**src/rtl/wombat_debug_pkg.sv**
```systemverilog
// Shared types for the wombat debug probe: probe mode encoding and its width.
// Pure declarations; no logic, no latency, no flow control.
package wombat_debug_pkg;

   localparam int MODE_W = 2;

   typedef enum logic [MODE_W-1:0] {
      LIVE = 2'd0,
      HOLD = 2'd1,
      SCAN = 2'd2
   } probe_mode_t;

endpackage

```
**src/rtl/wombat_debug_probe_if.sv**
```systemverilog
// Probe bus: buttons, channel sources and trigger in; selected value, index, mode and reset request out.
// The probe drives the slave side; the board/bench drives the master side.
interface wombat_debug_probe_if
   import wombat_debug_pkg::*;
#(
   parameter int WIDTH      = 8,
   parameter int N_CHANNELS = 16
);
   logic [1:0]                    i_buttons;
   logic [WIDTH-1:0]              i_channels [N_CHANNELS];
   logic                          i_trigger;
   logic [WIDTH-1:0]              o_out;
   logic [$clog2(N_CHANNELS)-1:0] o_sel;
   logic [MODE_W-1:0]             o_mode;
   logic                          o_reset;

   modport master (
      output i_buttons, i_channels, i_trigger,
      input  o_out, o_sel, o_mode, o_reset
   );

   modport slave (
      input  i_buttons, i_channels, i_trigger,
      output o_out, o_sel, o_mode, o_reset
   );
endinterface

```
**src/rtl/wombat_debounce.sv**
```systemverilog
// Button conditioner: 2-flop synchroniser plus debounce; level moves after CYCLES stable cycles.
// rise is a one-cycle pulse registered together with the level's rising edge; no backpressure.
module wombat_debounce #(
   parameter int CYCLES = 1024
) (
   input  logic clk,
   input  logic rst,
   input  logic din,
   output logic level,
   output logic rise
);
   localparam int CW = $clog2(CYCLES + 1);

   logic          sync_a;
   logic          sync_b;
   logic [CW-1:0] cnt;

   always_ff @(posedge clk) begin
      if (rst) begin
         sync_a <= 1'b0;
         sync_b <= 1'b0;
         cnt    <= '0;
         level  <= 1'b0;
         rise   <= 1'b0;
      end else begin
         sync_a <= din;
         sync_b <= sync_a;
         rise   <= 1'b0;
         // Any cycle agreeing with the current level restarts the qualification window.
         if (sync_b == level) begin
            cnt <= '0;
         end else if (cnt == CW'(CYCLES - 1)) begin
            cnt   <= '0;
            level <= sync_b;
            rise  <= sync_b;
         end else begin
            cnt <= cnt + 1'b1;
         end
      end
   end
endmodule

```
**src/rtl/wombat_debug_probe.sv**
```systemverilog
// Debug probe: STEP/MODE buttons pick a channel and LIVE/HOLD(/SCAN) mode; o_out registered, 1-cycle latency.
// No backpressure. SCAN mode and its dwell counter exist only when WOMBAT_DEBUG_PROBE_SCAN_EN is defined.
module wombat_debug_probe
   import wombat_debug_pkg::*;
#(
   parameter int WIDTH             = 8,
   parameter int N_CHANNELS        = 16,
   parameter int DEBOUNCE_CYCLES   = 1024,
   parameter int SCAN_CYCLES       = 50_000_000,
   parameter int RESET_HOLD_CYCLES = 100_000_000,
   parameter int ACTIVE_LOW        = 1
) (
   input logic           clk,
   input logic           i_reset,
   wombat_debug_probe_if.slave bus
);
   localparam int SW = $clog2(N_CHANNELS);
   localparam int HW = $clog2(RESET_HOLD_CYCLES + 1);

   logic [1:0]       lvl;
   logic [1:0]       rise;
   logic             both;
   logic             step_evt;
   logic             mode_evt;
   probe_mode_t      mode;
   probe_mode_t      next_mode;
   logic [SW-1:0]    sel;
   logic [SW-1:0]    sel_inc;
   logic [WIDTH-1:0] snap [N_CHANNELS];
   logic [WIDTH-1:0] sel_val;
   logic [WIDTH-1:0] out_r;
   logic [HW-1:0]    hold_cnt;
   logic             hold_fired;
   logic             reset_r;

   wombat_debounce #(.CYCLES(DEBOUNCE_CYCLES)) u_step (
      .clk(clk), .rst(i_reset), .din(bus.i_buttons[0]), .level(lvl[0]), .rise(rise[0])
   );

   wombat_debounce #(.CYCLES(DEBOUNCE_CYCLES)) u_mode (
      .clk(clk), .rst(i_reset), .din(bus.i_buttons[1]), .level(lvl[1]), .rise(rise[1])
   );

   // Holding both buttons is the reset gesture, so neither counts as a press.
   assign both     = lvl[0] & lvl[1];
   assign step_evt = rise[0] & ~both;
   assign mode_evt = rise[1] & ~both;
   assign sel_inc  = (sel == SW'(N_CHANNELS - 1)) ? '0 : sel + 1'b1;
   assign sel_val  = (mode == HOLD) ? snap[sel] : bus.i_channels[sel];

   always_comb begin
      next_mode = LIVE;
`ifdef WOMBAT_DEBUG_PROBE_SCAN_EN
      case (mode)
         LIVE:    next_mode = HOLD;
         HOLD:    next_mode = SCAN;
         default: next_mode = LIVE;
      endcase
`else
      next_mode = (mode == LIVE) ? HOLD : LIVE;
`endif
   end

`ifdef WOMBAT_DEBUG_PROBE_SCAN_EN
   localparam int DW = $clog2(SCAN_CYCLES + 1);
   logic [DW-1:0] dwell;
`endif

   always_ff @(posedge clk) begin
      if (i_reset) begin
         mode       <= LIVE;
         sel        <= '0;
         out_r      <= (ACTIVE_LOW != 0) ? '1 : '0;
         reset_r    <= 1'b0;
         hold_cnt   <= '0;
         hold_fired <= 1'b0;
         for (int i = 0; i < N_CHANNELS; i++) snap[i] <= '0;
`ifdef WOMBAT_DEBUG_PROBE_SCAN_EN
         dwell      <= '0;
`endif
      end else begin
         out_r   <= (ACTIVE_LOW != 0) ? ~sel_val : sel_val;
         reset_r <= 1'b0;

         // One request per hold; re-armed only once both buttons are back up.
         if (both) begin
            if (!hold_fired) begin
               if (hold_cnt == HW'(RESET_HOLD_CYCLES - 1)) begin
                  reset_r    <= 1'b1;
                  hold_fired <= 1'b1;
                  hold_cnt   <= '0;
               end else begin
                  hold_cnt <= hold_cnt + 1'b1;
               end
            end
         end else begin
            hold_cnt <= '0;
            if (lvl == 2'b00) hold_fired <= 1'b0;
         end

         if (mode_evt) mode <= next_mode;

         // Entry takes priority; a trigger in the entry cycle is ignored since mode is not yet HOLD.
         if ((mode_evt && next_mode == HOLD) || (mode == HOLD && bus.i_trigger))
            snap <= bus.i_channels;

`ifdef WOMBAT_DEBUG_PROBE_SCAN_EN
         if (mode == SCAN) begin
            if (step_evt || dwell == DW'(SCAN_CYCLES - 1)) begin
               sel   <= sel_inc;
               dwell <= '0;
            end else begin
               dwell <= dwell + 1'b1;
            end
         end else begin
            dwell <= '0;
            if (step_evt) sel <= sel_inc;
         end
`else
         if (step_evt) sel <= sel_inc;
`endif
      end
   end

   assign bus.o_out   = out_r;
   assign bus.o_sel   = sel;
   assign bus.o_mode  = mode;
   assign bus.o_reset = reset_r;
endmodule

```
**src/flat_wrapper.sv**
```systemverilog
// flat-port wrapper written by rule: the top's interface ports become plain ports
module wombat_debug_probe_flat import wombat_debug_pkg::*;
#(
   parameter int WIDTH             = 8,
   parameter int N_CHANNELS        = 16,
   parameter int DEBOUNCE_CYCLES   = 1024,
   parameter int SCAN_CYCLES       = 50_000_000,
   parameter int RESET_HOLD_CYCLES = 100_000_000,
   parameter int ACTIVE_LOW        = 1
)
  (clk, i_reset, bus_i_buttons, bus_i_channels, bus_i_trigger, bus_o_out, bus_o_sel, bus_o_mode, bus_o_reset);
  wombat_debug_probe_if #(.WIDTH(WIDTH), .N_CHANNELS(N_CHANNELS)) bus_i ();
  input logic clk;
  input logic i_reset;
  input wire logic [$bits(bus_i.i_buttons)-1:0] bus_i_buttons;
  input wire logic [$bits(bus_i.i_channels)-1:0] bus_i_channels;
  input wire logic [$bits(bus_i.i_trigger)-1:0] bus_i_trigger;
  output wire logic [$bits(bus_i.o_out)-1:0] bus_o_out;
  output wire logic [$bits(bus_i.o_sel)-1:0] bus_o_sel;
  output wire logic [$bits(bus_i.o_mode)-1:0] bus_o_mode;
  output wire logic [$bits(bus_i.o_reset)-1:0] bus_o_reset;
  assign bus_i.i_buttons = bus_i_buttons;
  assign bus_i.i_channels = {>>{bus_i_channels}};
  assign bus_i.i_trigger = bus_i_trigger;
  assign bus_o_out = bus_i.o_out;
  assign bus_o_sel = bus_i.o_sel;
  assign bus_o_mode = bus_i.o_mode;
  assign bus_o_reset = bus_i.o_reset;
  wombat_debug_probe #(.WIDTH(WIDTH), .N_CHANNELS(N_CHANNELS), .DEBOUNCE_CYCLES(DEBOUNCE_CYCLES), .SCAN_CYCLES(SCAN_CYCLES), .RESET_HOLD_CYCLES(RESET_HOLD_CYCLES), .ACTIVE_LOW(ACTIVE_LOW)) u_core (.clk(clk), .i_reset(i_reset), .bus(bus_i));
endmodule
```
**config.mk**
```make
export PLATFORM = sky130hd
export DESIGN_NAME = wombat_debug_probe_flat
export DESIGN_NICKNAME = d
export VERILOG_FILES = /design/src/rtl/wombat_debug_pkg.sv /design/src/rtl/wombat_debug_probe_if.sv /design/src/rtl/wombat_debounce.sv /design/src/rtl/wombat_debug_probe.sv /design/src/flat_wrapper.sv
export SDC_FILE = /design/constraint.sdc
export NUM_CORES = 1
export LEC_CHECK = 0
export ABC_CLOCK_PERIOD_IN_PS = 2100
export BUFFER_PORTS_ARGS = -buffer_cell sky130_fd_sc_hd__buf_2
export CAP_MARGIN = 20
export CORE_AREA = 2 2 132 134
export DETAILED_ROUTE_END_ITERATION = 6
export DIE_AREA = 0 0 134 136
export PLACE_DENSITY_LB_ADDON = 0.12
export SYNTH_ARGS = -nofsm -noshare
export SYNTH_HDL_FRONTEND = slang
export SYNTH_SLANG_ARGS = --single-unit
```
**constraint.sdc**
```tcl
create_clock -name clk -period 2.1 [get_ports clk]
set_input_delay 0.105 -clock clk [delete_from_list [all_inputs] [get_ports clk]]
set_output_delay 0.105 -clock clk [all_outputs]
set_load 0.03 [all_outputs]
```
Word-level counts from Yosys, hierarchy flattened
Cells that the tools add are included.
{"block": "totals", "wordCells": 83, "reg_bits": 201, "input_bits": 133}
{"block": "op_classes", "n_addsub": 4, "bitwise_logic": 10, "order_cmp": 1, "muxes": 14, "n_eq_ne": 8, "n_reduce_logical": 14}
{"operator": "$bmux 8 s4", "n": 2}
{"operator": "$mux 8", "n": 5}
{"operator": "$add 27x1->27 const B", "n": 1}
{"operator": "$eq 27x27->1 const B", "n": 1}
{"operator": "$mux 27", "n": 1}
{"operator": "$add 11x1->11 const B", "n": 2}
{"operator": "$eq 11x10->1 const B", "n": 2}
{"operator": "$reduce_or 3->1", "n": 5}
{"operator": "$not 8->8", "n": 1}
{"operator": "$ge 5x5->1 const B", "n": 1}
{"operator": "$mux 1", "n": 5}
{"operator": "$not 1->1", "n": 5}
{"operator": "$not 4->5", "n": 1}
{"operator": "$add 4x1->4 const B", "n": 1}
{"operator": "$eq 2x1->1 const B", "n": 2}
{"operator": "$eq 4x4->1 const B", "n": 1}
{"operator": "$logic_not 2->1", "n": 2}
{"operator": "$mux 4", "n": 1}
{"operator": "$reduce_and 2->1", "n": 2}
{"operator": "$and 1x1->1", "n": 3}
{"operator": "$eq 1x1->1", "n": 2}
{"operator": "$logic_and 1x1->1", "n": 2}
{"operator": "$reduce_bool 2->1", "n": 1}
{"operator": "$reduce_or 2->1", "n": 1}
{"operator": "$logic_or 1x1->1", "n": 1}

Depth between registers and ports, before layout
Gate-level depths: netlist of run 1.
{"block": "depth", "ltp_word": 6, "mapped_depth": 7}

Hierarchy
A second synthesis of run 1 with hierarchy kept.
{"block": "hier_totals", "hier_cells": 1159, "hier_area_um2": 9770.6}
{"module": "wombat_debug_probe", "area_per_inst_um2": 8544.4, "n_inst": 1, "seq_area_each_um2": 3403.3, "cells_each": 1033}
{"module": "wombat_debounce", "area_per_inst_um2": 613.1, "n_inst": 2, "seq_area_each_um2": 300.3, "cells_each": 63}

Worst setup path after synthesis of run 1
OpenSTA, ideal clock, no wires.
{"block": "synth_timing", "path_kind": "register -> register", "start": "register u_core.sel[1] (netlist: u_core.bus.o_sel[1])", "end": "register u_core.out_r[3] (netlist: u_core.bus.o_out[3])", "t_arrival_ns": 2.006, "required_time_ns": 2.036, "path_buffers": 3, "slack_ns": 0.030, "setup_time_ns": 0.064, "stages_incl_launch_ff": 8, "cell_sequence": "dfxtp_1 -> buf_2 -> buf_2 -> buf_2 -> mux4_2 -> o22ai_1 -> o21ai_0 -> nand4_1"}
{"block": "synth_via", "elab_chain_len": 6, "elab_cells_between_ends": 9, "classes_between": "mux (7); bitwise (2)"}
{"item": "start, declared", "line_no": "wombat_debug_probe.sv:27", "rtl": "logic [SW-1:0] sel;"}
{"item": "start signal, assigned", "line_no": "wombat_debug_probe.sv:120", "rtl": "if (step_evt) sel <= sel_inc;"}
{"item": "$not 4->5 (implied by the code) *", "line_no": "wombat_debug_probe.sv:49", "rtl": "assign sel_val = (mode == HOLD) ? snap[sel] : bus.i_channels[sel];"}
{"item": "$bmux 8 s4", "line_no": "wombat_debug_probe.sv:49"}
{"item": "$mux 8 (implied by the code) (2 in a row)", "line_no": "wombat_debug_probe.sv:49"}
{"item": "$mux 8 *", "line_no": "wombat_debug_probe.sv:49"}
{"item": "$not 8->8 *", "line_no": "wombat_debug_probe.sv:82", "rtl": "out_r <= (ACTIVE_LOW != 0) ? ~sel_val : sel_val;"}
{"item": "end signal, assigned", "line_no": "wombat_debug_probe.sv:73", "rtl": "out_r <= (ACTIVE_LOW != 0) ? '1 : '0;"}
{"item": "end signal, assigned", "line_no": "wombat_debug_probe.sv:82"}
{"item": "end, declared", "line_no": "wombat_debug_probe.sv:31", "rtl": "logic [WIDTH-1:0] out_r;"}
Mark *: on every way between the ends. The rest lies on a longest branch, timed or not. The select of a mux whose other input is x is not followed.
A chain may end at the register's enable or synchronous reset.

Worst setup path in the final report of run 1
{"block": "layout_timing", "start": "register u_core.hold_cnt[1]", "end": "register u_core.hold_cnt[26]"}
{"block": "layout_via", "elab_chain_len": 2, "elab_cells_between_ends": 3, "classes_between": "add/sub (1); eq/ne (1); mux (1)"}
{"item": "start, declared", "line_no": "wombat_debug_probe.sv:32", "rtl": "logic [HW-1:0] hold_cnt;"}
{"item": "start signal, assigned", "line_no": "wombat_debug_probe.sv:93", "rtl": "hold_cnt <= hold_cnt + 1'b1;"}
{"item": "$add 27x1->27 / $eq 27x27->1 (equally long branches)", "line_no": "wombat_debug_probe.sv:93, wombat_debug_probe.sv:88"}
{"item": "$mux 27 *", "line_no": "wombat_debug_probe.sv:88", "rtl": "if (hold_cnt == HW'(RESET_HOLD_CYCLES - 1)) begin"}
Mark *: on every way between the ends. The rest lies on a longest branch, timed or not.

==> flow_summary.json, run 1 <==
{
  "leakage_nw": 4.34,
  "rr_endpoint": "u_core.hold_cnt[26]$_SDFFE_PP0N_",
  "worst_slew_pin_slew_ns": 0.791,
  "drv_cap": 0,
  "synth_edf_count": 0,
  "holdCritPathClass": "in -> reg",
  "yosys_warnings": 0,
  "die_w_um": 134,
  "fin_ws_ns": 0.103,
  "grt_pass1_vias": 8630,
  "grt_max_degree": 76,
  "grtUsageMet1_pct": 37.5,
  "fin_setup_tns_ns": 0,
  "clkPwrFrac_pct": 42.2,
  "layout_common_cells": "299 x nand2_1, 197 x dfxtp_1, 150 x a21oi_1",
  "ir_worst_vdd_mv": 0.636,
  "ys_seq_area_share_pct": 42.8,
  "synth_area_leader_cell": "dfxtp_1",
  "fin_nets": 1458,
  "setup_viol": 0,
  "drive_gt1_share_pct": 22.4,
  "portBuffers": 146,
  "clock_latency_ns": 0.44,
  "fin_cells": 1559,
  "rsz0062_at_grt": "false",
  "dp_hpwl_um": 16700,
  "holdPathStages": 5,
  "status": "finished, final reports clean",
  "grt_pass1_wl_um": 42400,
  "gr-max-usage-layer": "met2",
  "hold_violations": 0,
  "grt_usage_pct": 29.7,
  "wl_per_cell_um": 17.2,
  "syn-num-nets": 1201,
  "synthCells": 1063,
  "io_pins": 148,
  "routed_via_density": 5.70,
  "intPower_mw": 5.80,
  "synth_top_cell_area_share_pct": 42.8,
  "critical_path_class": "reg -> reg",
  "pre_cts_slack_ns": 0.122,
  "syn2layout_area_growth_pct": 32.7,
  "crit_fanout": 5,
  "cp-start-kind": "flop",
  "switchingPower_mw": 1.74,
  "place_area_mm2": 0.0105,
  "dp_cells": 1395,
  "reg2reg_depth": 5,
  "cts_tree": "built",
  "startpoint": "u_core.hold_cnt[1]$_SDFFE_PP0N_",
  "synthDistinctLibCells": 50,
  "drt_first_iter_violations": 573,
  "numCtsBuffers": 17,
  "cp_data_required_time_ns": 2.47,
  "design.core.area_mm2": 0.0169,
  "start_util_pct": 55.5,
  "whs_endpoint": "u_core.snap[116]$_SDFFE_PP0P_",
  "cp-end-kind": "flop",
  "fmax_mhz": 501,
  "vias": 8884,
  "powerDensity_mw_per_mm2": 608,
  "fin_skew_ns": 0.0135,
  "reg2reg_slack_ns": 0.10,
  "design_area_mm2": 0.0124,
  "grt_overflow_total": 0,
  "clock_sinks": 200,
  "dr.pass1.iters": 5,
  "p_sw_share_pct": 23.1,
  "use_met2_pct": 49.9,
  "seqPwrFrac_pct": 50.5,
  "critical_path_arrival_ns": 2.37,
  "ys.flop_type": "dfxtp_1",
  "cts_max_level": 4,
  "fp.dieH_um": 136,
  "num_rows": 48,
  "drv_slew": 0,
  "finalWirelength_um": 26700,
  "syn-cell-area_mm2": 0.00936,
  "comb_power_share_pct": 7.3,
  "synthArstFlopShare_pct": 0,
  "yosys-top-cells-area": "dfxtp_1 43%, mux4_2 14%, nand2_1 12%, a21oi_1 8.1%, clkbuf_1 2.4%",
  "r2r_start": "u_core.hold_cnt[1]$_SDFFE_PP0N_",
  "path_clk_slew_ns": 0.07,
  "antenna_found_initial": 0,
  "cts-root-buf": "clkbuf_16",
  "fin_util_pct": 73.6,
  "min_period_ns": 2.00,
  "drc": 0,
  "syn_area_per_cell_um2": 8.81,
  "fin_crit_sh_pct": 95.1,
  "hold_start": "bus_i_trigger",
  "slew_headroom_pct": 47.3,
  "synth_seq_cells": 200,
  "place_congestion": 0.826,
  "antenna_left": 0,
  "final_common_cell": "nand2_1",
  "use_met3_pct": 5.74,
  "clockBufferDepth": 2,
  "die_area_mm2": 0.0182
}
==> cell usage after synthesis (all sizes together) (2+ instances only) <==
library cell	count
a21oi	151
inv	8
o21ai	15
nor3b	2
buf	16
clkbuf	60
nor2b	7
and3	2
nor4bb	3
nor3	8
mux2	14
a31oi	2
dfxtp	200
nand4	17
nand2b	5
xnor2	13
nand2	299
mux2i	17
mux4	57
o22ai	14
nor4	7
and4	6
a21o	2
nand3	18
xor2	15
nor2	55
nand4b	3
ha	5
or3	5
or4	13
o31ai	11
==> sequential cells by signal, summed over array words and instances (netlist names), 4 cells and up <==
| signal | flops |
|---|---|
| u_core.u_mode.cnt | 11 |
| u_core.bus.o_out | 8 |
| u_core.bus.o_sel | 4 |
| u_core.u_step.cnt | 11 |
| u_core.hold_cnt | 27 |
| u_core.snap | 128 |
==> worst max-delay path by stage <==
stage | slack (ns) | cells after the start | endpoint
after floorplan | 0.03 | 7 | u_core.bus.o_out[3]$_SDFF_PP1_
after global placement | 0.17 | 4 | u_core.hold_cnt[23]$_SDFFE_PP0N_
after detailed placement | 0.12 | 4 | u_core.hold_cnt[23]$_SDFFE_PP0N_
after CTS | 0.1 | 4 | u_core.hold_cnt[24]$_SDFFE_PP0N_
after global routing | 0.004 | 5 | u_core.hold_cnt[26]$_SDFFE_PP0N_
final | 0.10 | 5 | u_core.hold_cnt[26]$_SDFFE_PP0N_
==> stage by stage <==
stage	hold WS [ns]	total power, mW
global placement	0.321	4.24
finish	0.290	7.55
CTS	0.287	7.56
detailed placement	0.334	4.24
global route	0.325	7.77
floorplan	0.233	4.03
==> repair_timing <==
item	4_1_cts	5_1_grt
gates resized for setup	0	3
hold endpoints to repair	131	0
setup buffers	0	0
hold buffers	131	0
endpoints found under the setup margin	0	17
==> cell type report <==
cell class,count,area [um2]
antenna,1,2.50
timing repair buffer,314,2480
clock buffer,20,447
clock inverter,12,118
inverter,8,30.0
sequential,200,4010
multi-input combinational,779,5050
tap,225,282
fill,1218,4450
==> kinds of logic (layout without fill, tap and decap cells) <==
group                    after synthesis  in the layout  synth area share, %
AO/OA/AOI/OAI                        202            202                 11.6
XOR/XNOR                              28             28                 2.62
adder cells (fa/ha/maj)                5              5                0.668
buffers and inverters                 84            354                 3.55
flip-flops                           200            200                 42.8
multiplexers                          88             88                 17.2
other                                  1              2               0.0400
AND/OR/NAND/NOR                      455            455                 21.5
==> per-layer routing <==
| layer | part of all wire [%] | vias to the layer above |
|---|---|---|
| li1 | - | 4252 |
| met1 | 42 | 4225 |
| met2 | 50 | 341 |
| met3 | 5.4 | 66 |
| met4 | 3.4 | 0 |
| met5 | 0 | - |
==> power groups by stage <==
stage	combinational (mW)	sequential (mW)	clock, mW
6_report	0.555	3.81	3.19
5_1_grt	0.583	3.81	3.38
4_1_cts	0.532	3.81	3.22
3_5_place_dp	0.346	3.90	0
3_3_place_gp	0.346	3.90	0
2_1_floorplan	0.119	3.91	0
==> critical path, cell delays in order, from the launching register on <==
cell	delay, ns
dfxtp_1	0.39
ha_1	0.22
nand4b_1	0.16
or4_1	0.52
or4_1	0.50
a21oi_1	0.14
No activity file was read; power rests on OpenSTA's default activity.
==> run 2, diff against run 1 <==
Settings changed: RECOVER_POWER set to 50.
==> run 2 against run 1 <==
Effect of this change: total power hardly changed; clock power barely moved; critical path depth down 1; cell area is 0.35% lower; sequential power barely moved; worst setup slack worse by 0.031 ns; first-iteration DRC count increased by 11%; register-to-register slack hardly changed; clock-buffer cell count is the same; hold slack better by 0.0057 ns; via count fell by 0.42%; global-route usage stayed put; largest cell class unchanged.
==> flow_summary.json, run 2 (synthesized netlist as in run 1, its figures left out) <==
{
  "largest_register_ffs": 128,
  "design_area_mm2": 0.0124,
  "drive_gt1_share_pct": 21.2,
  "drv_cap": 0,
  "worst_slew_pin_slew_ns": 0.864,
  "ir_worst_vdd_mv": 0.637,
  "numCtsBuffers": 17,
  "fin_cells": 1559,
  "cts-root-buf": "clkbuf_16",
  "die_w_um": 134,
  "p_sw_share_pct": 23.2,
  "portBuffers": 146,
  "regMostFlops": "u_core.snap",
  "place_congestion": 0.826,
  "drc": 0,
  "grt_usage_pct": 29.7,
  "io_pins": 148,
  "num_rows": 48,
  "critical_path_arrival_ns": 2.31,
  "holdWs_ns": 0.296,
  "critical_path_class": "in -> reg",
  "n_fill_cell": 1235,
  "pre_cts_slack_ns": 0.122,
  "fin_util_pct": 73.3,
  "layout_common_cells": "299 x nand2_1, 197 x dfxtp_1, 150 x a21oi_1",
  "wl_per_cell_um": 17.2,
  "final_common_cell": "nand2_1",
  "fin_crit_sh_pct": 96.6,
  "switchingPower_mw": 1.75,
  "grt_overflow_total": 0,
  "setup_viol": 0,
  "routed_via_density": 5.67,
  "fin_skew_ns": 0.0132,
  "crit_fanout": 72,
  "antenna_found_initial": 0,
  "cp-end-kind": "flop",
  "min_period_ns": 2.03,
  "fin_setup_tns_ns": 0,
  "clkPwrFrac_pct": 42.3,
  "drt_first_iter_violations": 636,
  "fp.dieH_um": 136,
  "vias": 8847,
  "slew_headroom_pct": 42.4,
  "fmax_mhz": 493,
  "grt_max_degree": 76,
  "multi_input_area_mm2": 0.00505,
  "fin_ws_ns": 0.0723,
  "dp_cells": 1395,
  "start_util_pct": 55.5,
  "fin_nets": 1458,
  "hold_violations": 0,
  "finalWirelength_um": 26800,
  "design.core.area_mm2": 0.0169,
  "powerDensity_mw_per_mm2": 610,
  "seqPwrFrac_pct": 50.5,
  "cts_max_level": 4,
  "rsz0062_at_grt": "false",
  "path_clk_slew_ns": 0.08,
  "dr.pass1.iters": 5,
  "clockBufferDepth": 2,
  "clock_sinks": 200,
  "grt_pass1_vias": 8630,
  "dp_hpwl_um": 16700,
  "power.total_mw": 7.55,
  "status": "finished, final reports clean",
  "antenna_left": 0,
  "syn2layout_area_growth_pct": 32.2,
  "intPower_mw": 5.80,
  "cp-start-kind": "input port",
  "drv_slew": 0,
  "holdCritPathClass": "in -> reg",
  "clock_latency_ns": 0.44,
  "postCtsSetupBuffers": 0,
  "cts_tree": "built",
  "seq_area_mm2": 0.00401,
  "leakage_nw": 4.29,
  "top_regs": "u_core.snap (128), u_core.hold_cnt (27)",
  "comb_power_share_pct": 7.3,
  "grt_pass1_wl_um": 42400,
  "cp_data_required_time_ns": 2.38,
  "place_area_mm2": 0.0105,
  "die_area_mm2": 0.0182
}
==> run 2: changes by cell type in the layout (fill, tap and decap cells not counted) <==
| cell | before | now |
|---|---|---|
| clkbuf_1 | 2 | 17 |
| buf_4 | 25 | 21 |
| clkbuf_4 | 0 | 2 |
| buf_12 | 12 | 11 |
| o31ai_2 | 1 | 0 |
| o31ai_1 | 10 | 11 |
| buf_2 | 145 | 133 |
==> run 2: per-layer routing <==
layer / share of wire (%) / global-route usage [%] / vias up
met1: 42 / 37.5 / 4187
met3: 5.5 / 5.74 / 77
li1: - / - / 4250
met2: 49 / 49.9 / 333
met4: 3.6 / 12.9 / 0
met5: 0 / 0 / -
==> run 2: what timing repair did <==
action | in CTS | in global routing
setup endpoints to repair | 0 | 17
resized for setup | 0 | 3
hold endpoints to repair | 131 | 0
hold buffers | 131 | 0
==> run 2: final cells by class <==
class	count	area share (%)
Tap cell	225	2.27
Clock buffer	20	3.61
Inverter	8	0.243
Timing Repair Buffer	314	19.7
Clock inverter	12	0.950
Multi-Input combinational cell	779	40.8
Sequential cell	200	32.4
Antenna cell	1	0.0202
==> run 2: power groups by stage <==
stage,sequential (mW),clock (mW),combinational [mW]
floorplan,3.91,0,0.119
detailed placement,3.90,0,0.346
CTS,3.81,3.22,0.532
finish,3.81,3.19,0.548
global route,3.81,3.38,0.577
global placement,3.90,0,0.346
==> run 2: final timing paths <==
kind	from	slack [ns]	depth (start not counted)	endpoint
setup / recovery	i_reset	0.07	4	u_core.snap[34]$_SDFFE_PP0P_
hold / removal	bus_i_trigger	0.30	5	u_core.snap[116]$_SDFFE_PP0P_
setup reg to reg	u_core.hold_cnt[1]$_SDFFE_PP0N_	0.11	5	u_core.hold_cnt[26]$_SDFFE_PP0N_
hold reg to reg	u_core.u_mode.cnt[10]$_SDFF_PP0_	0.43	1	u_core.u_mode.rise$_SDFF_PP0_
==> run 2: critical path: stages <==
cell	delay, ns
dlygate4sd3_1	0.52
clkbuf_1	0.63
clkbuf_4	0.83
a21oi_1	0.13
==> run 3, diff against run 2 <==
Settings changed: CORE_AREA 2 2 132 134 to 2 2 148 150, DIE_AREA 0 0 134 136 to 0 0 150 152.
==> run 3 against run 2 <==
Effect of this change: routed wire length is 2.5% higher; clock power increased by 11%; total power rose by 4.9%; critical endpoint is now u_core.hold_cnt[26]$_SDFFE_PP0N_; via count is 1.2% lower; die area rose by 25%; critical path depth increased by 1; sequential cell count is the same; combinational power increased by 2%.
==> flow_summary.json, run 3 (synthesized netlist as in run 1, its figures left out) <==
{
  "setup_viol": 0,
  "die_w_um": 150,
  "grt_pass1_vias": 8409,
  "crit_fanout": 5,
  "grt_pass1_wl_um": 43700,
  "drc": 0,
  "largest_register_ffs": 128,
  "numCtsBuffers": 17,
  "grt_max_degree": 100,
  "cp-start-kind": "flop",
  "cp_top_family": "simple AND/OR/NAND/NOR gates",
  "grt_usage_pct": 24.1,
  "clock_latency_ns": 0.44,
  "place_congestion": 0.812,
  "design.core.area_mm2": 0.0214,
  "critical_path_arrival_ns": 2.32,
  "rsz0062_at_grt": "false",
  "path_clk_slew_ns": 0.08,
  "cts_tree": "built",
  "drt_first_iter_violations": 603,
  "fin_nets": 1456,
  "regMostFlops": "u_core.snap",
  "drv_slew": 0,
  "dr.pass1.iters": 5,
  "powerDensity_mw_per_mm2": 635,
  "antenna_found_initial": 0,
  "clockBufferDepth": 2,
  "wl_per_cell_um": 17.0,
  "hold_violations": 0,
  "die_area_mm2": 0.0228,
  "cp-end-kind": "flop",
  "io_pins": 148,
  "fin_crit_sh_pct": 93.1,
  "critical_path.max_stage_delay_ns": 0.51,
  "postCtsSetupBuffers": 0,
  "vias": 8745,
  "status": "finished, final reports clean",
  "finalWirelength_um": 27400,
  "fin_skew_ns": 0.0129,
  "fp.dieH_um": 152,
  "worst_slew_pin_slew_ns": 0.962,
  "fin_setup_tns_ns": 0,
  "dp_hpwl_um": 17900,
  "fmax_mhz": 512,
  "slowest_stage": "or4_1",
  "diodes": 0,
  "num_rows": 54,
  "fin_util_pct": 58.4,
  "holdCritPathClass": "in -> reg",
  "portBuffers": 146,
  "cts_max_level": 4,
  "top_regs": "u_core.snap (128), u_core.hold_cnt (27)",
  "critical_path_class": "reg -> reg",
  "slew_headroom_pct": 35.9,
  "drv_cap": 0,
  "leakage_nw": 4.32,
  "path_buf_inv": 0,
  "cp_data_required_time_ns": 2.47,
  "drive_gt1_share_pct": 21.1,
  "min_period_ns": 1.95,
  "crit_chain": "ha_1, nand4b_1, or4_1, or4_1, a21oi_1",
  "cts-root-buf": "clkbuf_16",
  "routed_via_density": 5.43,
  "clock_sinks": 200,
  "final_common_cell": "nand2_1",
  "syn2layout_area_growth_pct": 33.2,
  "crit_top_cell": "or4_1",
  "antenna_left": 0,
  "ir_worst_vdd_mv": 0.471,
  "layout_common_cells": "299 x nand2_1, 198 x dfxtp_1, 150 x a21oi_1",
  "start_util_pct": 43.9,
  "grt_overflow_total": 0
}
## run 3: cell count changes in the layout (fill, tap and decap cells not counted), moves of 2 or more
| cell | delta |
|---|---|
| clkbuf_2 | +2 |
| clkinvlp_4 | -2 |
| inv_8 | +4 |
| clkbuf_4 | -2 |
| inv_6 | -2 |
| bufinv_16 | +2 |
| clkbuf_1 | -3 |
| dlygate4sd3_1 | +2 |
| buf_4 | -2 |
| buf_12 | -2 |
## run 3: routing by layer
metal / share of wire [%] / wire, um / track usage [%]
met4: 2.6 / 711 / 8.18
met1: 44 / 12200 / 33.0
met5: 0 / 0 / 0
met2: 48 / 13100 / 38.6
met3: 5.0 / 1380 / 4.08
## run 3: tightest hold or removal path: stages
cell     delay [ns]
buf_2          0.13
a21o_4         0.29
nand2_1        0.08
a21oi_1        0.05
## run 3: path summary, 6_finish.rpt
check,from,end,slack (ns),depth (start not counted)
max,u_core.hold_cnt[1]$_SDFFE_PP0N_,u_core.hold_cnt[26]$_SDFFE_PP0N_,0.15,5
min,bus_i_trigger,u_core.snap[112]$_SDFFE_PP0P_,0.28,4
max reg2reg,u_core.hold_cnt[1]$_SDFFE_PP0N_,u_core.hold_cnt[26]$_SDFFE_PP0N_,0.15,5
min reg2reg,u_core.u_mode.cnt[10]$_SDFF_PP0_,u_core.u_mode.rise$_SDFF_PP0_,0.43,1
## run 3: timing repair
item	CTS	global route
endpoints found under the hold margin	134	0
resized for setup	0	1
setup endpoints to repair	0	1
hold buffers	133	0
## run 3: area by class of cell
class / count / area, um2
Clock buffer: 17 / 425
Clock inverter: 15 / 210
Fill cell: 1901 / 8880
Inverter: 8 / 30.0
Multi-Input combinational cell: 779 / 5050
Sequential cell: 200 / 4010
Tap cell: 280 / 350
Timing Repair Buffer: 312 / 2400
## run 3: report_power, final
group	internal [mW]	total, mW	switching, mW
clock network	1.93	3.55	1.61
logic	0.317	0.559	0.242
registers	3.80	3.81	0.0117
## run 3: metrics by stage
stage               hold WS (ns)  instance area (um2)  power (mW)  instances  worst slack (ns)
floorplan                  0.233                 9360        4.03       1063            0.0301
global placement           0.325                10500        4.26       1446             0.171
detailed placement         0.327                10500        4.26       1446             0.127
CTS                        0.274                12500        7.96       1611             0.102
global route               0.282                12500        8.18       1611            0.0241
finish                     0.277                12500        7.91       1611             0.146
